`src/rtl/defines_pkg.sv`:
```
// Shared types for the inference engines.
//   dnn_state_t : sequencing states of the DNN engine.
//   mlp_state_t : sequencing states of the two-layer MLP engine.
//   idx_w()     : width of a counter that indexes 0..n-1 (never below 1 bit).
package defines_pkg;

  typedef enum logic [1:0] {
    DNN_IDLE,
    DNN_LOAD,
    DNN_RUN,
    DNN_DONE
  } dnn_state_t;

  typedef enum logic [1:0] {
    IDLE,
    L1,
    L2,
    DONE
  } mlp_state_t;

  function automatic int unsigned idx_w(input int unsigned n);
    return (n > 1) ? $clog2(n) : 1;
  endfunction

endpackage

```
`src/rtl/mlp_mac_lane.sv`:
```
// Signed multiply-accumulate lane.
//   clk, rst_n : clock, asynchronous active-low reset
//   i_clr      : zero the accumulator on this edge (wins over i_en)
//   i_en       : add i_a*i_b to the accumulator on this edge
//   i_a, i_b   : signed operands
//   o_acc_nxt  : value the accumulator takes on the coming edge, so the
//                caller can capture a finished sum on the same edge as the
//                final accumulate.
module mlp_mac_lane #(
  parameter int unsigned AW   = 7,
  parameter int unsigned BW   = 5,
  parameter int unsigned ACCW = 14
) (
  input  logic                   clk,
  input  logic                   rst_n,
  input  logic                   i_clr,
  input  logic                   i_en,
  input  logic signed [AW-1:0]   i_a,
  input  logic signed [BW-1:0]   i_b,
  output logic signed [ACCW-1:0] o_acc_nxt
);

  logic signed [AW+BW-1:0] w_prod;
  logic signed [ACCW-1:0]  w_acc_d;
  logic signed [ACCW-1:0]  r_acc;

  assign w_prod = i_a * i_b;

  always_comb begin
    w_acc_d = r_acc;
    if (i_clr) begin
      w_acc_d = '0;
    end else if (i_en) begin
      // Size cast of a signed product sign-extends into the accumulator.
      w_acc_d = r_acc + ACCW'(w_prod);
    end
  end

  always_ff @(posedge clk or negedge rst_n) begin
    if (!rst_n) begin
      r_acc <= '0;
    end else begin
      r_acc <= w_acc_d;
    end
  end

  assign o_acc_nxt = w_acc_d;

endmodule

```
`src/rtl/mlp_engine.sv`:
```
// Two-layer integer MLP: out = W2^T * ReLU(W1^T * x), one input feature per
// cycle in layer 1 and one hidden neuron per cycle in layer 2.
//   clk, rst_n          : clock, asynchronous active-low reset
//   flush               : synchronous abort back to IDLE (highest priority)
//   in_valid / in_ready : operand bundle handshake (accepted only in IDLE)
//   x_flat              : N_IN signed XW-bit inputs
//   w1_flat             : N_IN*N_HID signed WW-bit weights, w1[i][j] at i*N_HID+j
//   w2_flat             : N_HID*N_OUT signed WW-bit weights, w2[j][o] at j*N_OUT+o
//   out_valid/out_ready : result handshake (results held while in DONE)
//   out_flat            : N_OUT signed OW-bit results
module mlp_engine
  import defines_pkg::*;
#(
  parameter int unsigned N_IN    = 4,
  parameter int unsigned N_HID   = 4,
  parameter int unsigned N_OUT   = 2,
  parameter int unsigned XW      = 7,
  parameter int unsigned WW      = 5,
  parameter int unsigned HW      = 13,
  parameter int unsigned OW      = 21,
  parameter int unsigned HID_SAT = 0
) (
  input  logic                      clk,
  input  logic                      rst_n,
  input  logic                      flush,
  input  logic                      in_valid,
  output logic                      in_ready,
  input  logic [N_IN*XW-1:0]        x_flat,
  input  logic [N_IN*N_HID*WW-1:0]  w1_flat,
  input  logic [N_HID*N_OUT*WW-1:0] w2_flat,
  output logic                      out_valid,
  input  logic                      out_ready,
  output logic [N_OUT*OW-1:0]       out_flat
);

  localparam int unsigned A1W  = XW + WW + $clog2(N_IN);
  localparam int unsigned KMAX = (N_IN > N_HID) ? N_IN : N_HID;
  localparam int unsigned KW   = idx_w(KMAX);
  // One spare bit so the hidden-sum reduction can see the sign of any value.
  localparam int unsigned EW   = ((A1W > HW) ? A1W : HW) + 1;

  localparam logic [KW-1:0] KLastIn  = KW'(N_IN - 1);
  localparam logic [KW-1:0] KLastHid = KW'(N_HID - 1);

  mlp_state_t r_state, w_state_d;
  logic [KW-1:0] r_k, w_k_d;

  logic [N_IN*XW-1:0]        r_x;
  logic [N_IN*N_HID*WW-1:0]  r_w1;
  logic [N_HID*N_OUT*WW-1:0] r_w2;
  logic [N_HID*HW-1:0]       r_h, w_h_d;
  logic [N_OUT*OW-1:0]       r_out, w_out_d;

  logic w_accept, w_l1_en, w_l2_en, w_l1_last, w_l2_last;
  logic [XW-1:0] w_xk;
  logic [HW-1:0] w_hk;

  assign w_accept  = (r_state == IDLE) && in_valid && !flush;
  assign w_l1_en   = (r_state == L1) && !flush;
  assign w_l2_en   = (r_state == L2) && !flush;
  assign w_l1_last = w_l1_en && (r_k == KLastIn);
  assign w_l2_last = w_l2_en && (r_k == KLastHid);

  // ---------------------------------------------------------------- FSM
  always_comb begin
    w_state_d = r_state;
    w_k_d     = r_k;
    unique case (r_state)
      IDLE: begin
        if (in_valid) begin
          w_state_d = L1;
          w_k_d     = '0;
        end
      end
      L1: begin
        if (r_k == KLastIn) begin
          w_state_d = L2;
          w_k_d     = '0;
        end else begin
          w_k_d = r_k + KW'(1);
        end
      end
      L2: begin
        if (r_k == KLastHid) begin
          w_state_d = DONE;
          w_k_d     = '0;
        end else begin
          w_k_d = r_k + KW'(1);
        end
      end
      DONE: begin
        if (out_ready) begin
          w_state_d = IDLE;
        end
      end
      default: begin
        w_state_d = IDLE;
        w_k_d     = '0;
      end
    endcase
    if (flush) begin
      w_state_d = IDLE;
      w_k_d     = '0;
    end
  end

  always_ff @(posedge clk or negedge rst_n) begin
    if (!rst_n) begin
      r_state <= IDLE;
      r_k     <= '0;
    end else begin
      r_state <= w_state_d;
      r_k     <= w_k_d;
    end
  end

  // ------------------------------------------------------ operand capture
  always_ff @(posedge clk or negedge rst_n) begin
    if (!rst_n) begin
      r_x  <= '0;
      r_w1 <= '0;
      r_w2 <= '0;
    end else if (w_accept) begin
      r_x  <= x_flat;
      r_w1 <= w1_flat;
      r_w2 <= w2_flat;
    end
  end

  // Selects may run past the operand range when k counts the other layer;
  // the lanes are not enabled then.
  assign w_xk = r_x[r_k*XW +: XW];
  assign w_hk = r_h[r_k*HW +: HW];

  // ------------------------------------------------------------- layer 1
  for (genvar j = 0; j < N_HID; j++) begin : g_l1
    logic signed [A1W-1:0] w_acc1_nxt;
    logic signed [EW-1:0]  w_ext;
    logic [HW-1:0]         w_h_wrap, w_h_sat;

    mlp_mac_lane #(
      .AW   (XW),
      .BW   (WW),
      .ACCW (A1W)
    ) u_lane (
      .clk       (clk),
      .rst_n     (rst_n),
      .i_clr     (w_accept),
      .i_en      (w_l1_en),
      .i_a       (w_xk),
      .i_b       (r_w1[(r_k*N_HID + j)*WW +: WW]),
      .o_acc_nxt (w_acc1_nxt)
    );

    assign w_ext = EW'(w_acc1_nxt);

    // Wrap: keep the low HW bits, then ReLU on the wrapped sign.
    assign w_h_wrap = w_ext[HW-1] ? '0 : w_ext[HW-1:0];

    // Saturate: negative -> 0; anything at or above 2^(HW-1) -> max positive.
    always_comb begin
      w_h_sat = w_ext[HW-1:0];
      if (w_ext[EW-1]) begin
        w_h_sat = '0;
      end else if (|w_ext[EW-2:HW-1]) begin
        w_h_sat = {1'b0, {(HW-1){1'b1}}};
      end
    end

    assign w_h_d[j*HW +: HW] = (HID_SAT != 0) ? w_h_sat : w_h_wrap;
  end

  always_ff @(posedge clk or negedge rst_n) begin
    if (!rst_n) begin
      r_h <= '0;
    end else if (w_l1_last) begin
      r_h <= w_h_d;
    end
  end

  // ------------------------------------------------------------- layer 2
  for (genvar o = 0; o < N_OUT; o++) begin : g_l2
    logic signed [OW-1:0] w_acc2_nxt;

    mlp_mac_lane #(
      .AW   (HW),
      .BW   (WW),
      .ACCW (OW)
    ) u_lane (
      .clk       (clk),
      .rst_n     (rst_n),
      .i_clr     (w_accept),
      .i_en      (w_l2_en),
      .i_a       (w_hk),
      .i_b       (r_w2[(r_k*N_OUT + o)*WW +: WW]),
      .o_acc_nxt (w_acc2_nxt)
    );

    assign w_out_d[o*OW +: OW] = w_acc2_nxt;
  end

  // Results only change on a completed inference; flush leaves them intact.
  always_ff @(posedge clk or negedge rst_n) begin
    if (!rst_n) begin
      r_out <= '0;
    end else if (w_l2_last) begin
      r_out <= w_out_d;
    end
  end

  assign in_ready  = (r_state == IDLE);
  assign out_valid = (r_state == DONE);
  assign out_flat  = r_out;

endmodule
```
`config.mk`:
```
export PLATFORM = sky130hd
export DESIGN_NAME = mlp_engine
export DESIGN_NICKNAME = d
export VERILOG_FILES = /design/src/rtl/defines_pkg.sv /design/src/rtl/mlp_mac_lane.sv /design/src/rtl/mlp_engine.sv
export SDC_FILE = /design/constraint.sdc
export NUM_CORES = 1
export LEC_CHECK = 0
export ABC_AREA = 0
export CAP_MARGIN = 20
export CORE_MARGIN = 2
export CORE_UTILIZATION = 60
export CTS_CLUSTER_SIZE = 40
export DETAILED_ROUTE_END_ITERATION = 16
export PLACE_DENSITY = 0.92
export SETUP_SLACK_MARGIN = 0.4
export SYNTH_ARGS = -nofsm -noshare
export SYNTH_HDL_FRONTEND = slang
export SYNTH_SLANG_ARGS = --single-unit
```
`constraint.sdc`:
```
create_clock -name clk -period 7.8 [get_ports clk]
set_input_delay 1.56 -clock clk [delete_from_list [all_inputs] [get_ports clk]]
set_output_delay 1.56 -clock clk [all_outputs]
set_load 0.05 [all_outputs]
```
==> results.json, run 1 <==
{
  "status": "finished, final reports clean",
  "ioPinCount": 197,
  "syn_inst": 2804,
  "cts_tree": "yes",
  "synth_top_area_cell": "dfrtp_1",
  "max_slew_margin_pct": 24.6,
  "hold_viol": 0,
  "drcViolationCount": 0,
  "wl_per_cell_um": 20.7,
  "syn-cell-area_sq_um": 26400,
  "rows": 76,
  "fin_util_pct": 69.9,
  "setup_tns_ns": 0,
  "diodes": 0,
  "via_per_inst": 6.08,
  "fin_area_sq_um": 30300,
  "synth_edf_count": 0,
  "start_kind": "flop",
  "maxCapViolations": 0,
  "die-area_sq_um": 45800,
  "postSynth.asyncResetShare_pct": 100,
  "r2r_cells": 17,
  "yosys_warnings": 0,
  "synth_top_cells_by_count": "nand2_1, dfrtp_1, inv_1",
  "worst_pin_slew_ns": 1.12,
  "grt_pass1_vias": 23104,
  "nNetsFinal": 3537,
  "die-height_um": 214,
  "max_freq_ghz": 0.150,
  "drtIter0Drc": 2307,
  "cts.sinks": 336,
  "core_sq_um": 43300,
  "post_cts_resized": 0,
  "ant_nets": 0,
  "synth_top_area_share_pct": 31.8,
  "ys_seq_elements": 336,
  "die_w_um": 214,
  "post-route-period-util_pct": 85.2,
  "min_path_cells": 2,
  "worstPathRequired_ns": 8.22,
  "postPlaceCellArea_sq_um": 28800,
  "arrival_ns": 7.07,
  "grt_pass1_wl_mm": 121,
  "ys_seq_area_share_pct": 31.8,
  "cts_htree_levels": 2,
  "fin_worst_skew_ns": 0.0273,
  "path_clk_slew_ns": 0.07,
  "vias": 21569,
  "area_delta_synth_final_pct": 14.4,
  "root_buffer": "clkbuf_16",
  "ctsHoldBuffers": 0,
  "antenna_found_initial": 1,
  "grt_setup_unrepaired": "no",
  "holdWs_ns": 0.469,
  "gp_congestion": 0.918,
  "min_period_ns": 6.64,
  "dp.final_hpwl_mm": 52.5,
  "cts_max_path_buffers": 3,
  "n_fill_cell": 2877,
  "insertion_delay_ns": 0.59,
  "hp-class": "reg -> reg",
  "crit_fanout": 44,
  "io_buffers": 196,
  "grt_max_degree": 168,
  "post_cts_buffers": 0,
  "grt_usage_pct": 32.8,
  "synth_cell_types": 64,
  "cts_made_buffers": 38,
  "drt_wl_total_mm": 73.4,
  "crit_type": "reg -> reg",
  "initial_utilization_pct": 61.1,
  "synth_area_leaders": "dfrtp_1, fa_1, ha_1, nand2_1, inv_1",
  "synthFlopType": "dfrtp_1",
  "overflow": 0,
  "postSynthAreaPerCell_sq_um": 9.43,
  "syn_nets": 3410,
  "drive_above_1_share_pct": 5.37,
  "final_max_slew_viol_count": 0,
  "synthMostInstantiatedCell": "nand2_1",
  "critPathCaptureType": "flop",
  "setup_violations": 0,
  "first_pass_iters": 9
}
-- final timing paths --
check                                         start                            endpoint  slack [ns]
setup / recovery                 r_k[0]$_DFFE_PN0P_                 r_h[36]$_DFFE_PN0P_        1.16
hold / removal             out_flat[31]$_DFFE_PN0P_            out_flat[31]$_DFFE_PN0P_        0.47
setup reg to reg                 r_k[0]$_DFFE_PN0P_                 r_h[36]$_DFFE_PN0P_        1.16
hold reg to reg            out_flat[31]$_DFFE_PN0P_            out_flat[31]$_DFFE_PN0P_        0.47
max in group asynchronous                     rst_n                  r_k[0]$_DFFE_PN0P_        5.44
min in group asynchronous                     rst_n  g_l2[1].u_lane.r_acc[17]$_DFF_PN0_        0.96
-- layout make-up --
cell class	instances	area (sq um)	area share [%]
clock buffers	47	1010	3.35
clock inverters	22	374	1.24
inverters	293	1100	3.64
multi-input cells	2047	16500	54.4
flip-flops and latches	336	8410	27.8
well taps	585	732	2.42
repair buffers	215	2150	7.12
-- cells in the final DEF (no fill, tap or decap), drive strengths merged, types with 47 or more instances in the layout --
cell             n
nand2          705
dfrtp          336
inv            296
fa             236
ha             217
clkdlybuf4s50  195
and2           169
a21oi          123
nor2            97
o21ai           86
xnor2           50
clkbuf          47
-- worst max-delay path: stages, from the launching register on --
cell	delay, ns
dfrtp_4	0.93
mux4_2	0.85
and2_1	0.26
fa_1	0.55
inv_1	0.08
fa_1	0.55
inv_1	0.06
fa_1	0.47
inv_1	0.05
fa_1	0.38
inv_1	0.08
ha_1	0.28
a21oi_1	0.25
a21oi_1	0.12
o21ai_0	0.19
a21oi_1	0.13
o31ai_1	0.95
o21ai_0	0.25
-- through the flow --
| stage | std cells | setup slack [ns] |
|---|---|---|
| after floorplan | 2804 | 1.97 |
| final | 3545 | 1.16 |
| after CTS | 3544 | 1.25 |
| after global placement | 3475 | 1.61 |
| after detailed placement | 3475 | 1.37 |
| after global routing | 3545 | 0.782 |
-- registers in the layout, summed over array words and instances, names as in the netlist --
register / count
r_w1: 80
g_l1.u_lane.r_acc: 52
r_h: 48
g_l2.u_lane.r_acc: 42
out_flat: 42
r_w2: 40
r_x: 28
r_k: 2
r_state: 2
-- kinds of logic (layout without fill, tap and decap cells) --
| family | after synthesis | count (layout) | share of synthesized area, % |
|---|---|---|---|
| AO/OA/AOI/OAI | 378 | 378 | 9.30 |
| XOR/XNOR | 71 | 71 | 2.40 |
| adder cells (fa/ha/maj) | 453 | 453 | 28.1 |
| buffers and inverters | 421 | 577 | 6.03 |
| flip-flops | 336 | 336 | 31.8 |
| multiplexers | 65 | 65 | 4.54 |
| AND/OR/NAND/NOR | 1080 | 1080 | 17.8 |
-- routing by layer --
metal	vias to the layer above	part of all wire, %	track usage [%]
met5	-	0.018	0
met4	2	5.6	16.7
met3	327	9.0	7.19
met2	1298	48	54.2
met1	10573	37	40.9
li1	9369	-	-
Power of run 1 is left out: the tool's default activity adds up to more than one toggle a clock period on the data nets, which glitch-free logic cannot reach.
==> inputs of run 2 (changes only) <==
CAP_MARGIN = 25   (was 20)
==> results of run 2 <==
No change in the layout: final DEF, timing and power equal those of run 1.
Power of run 2 is left out for the same reason.
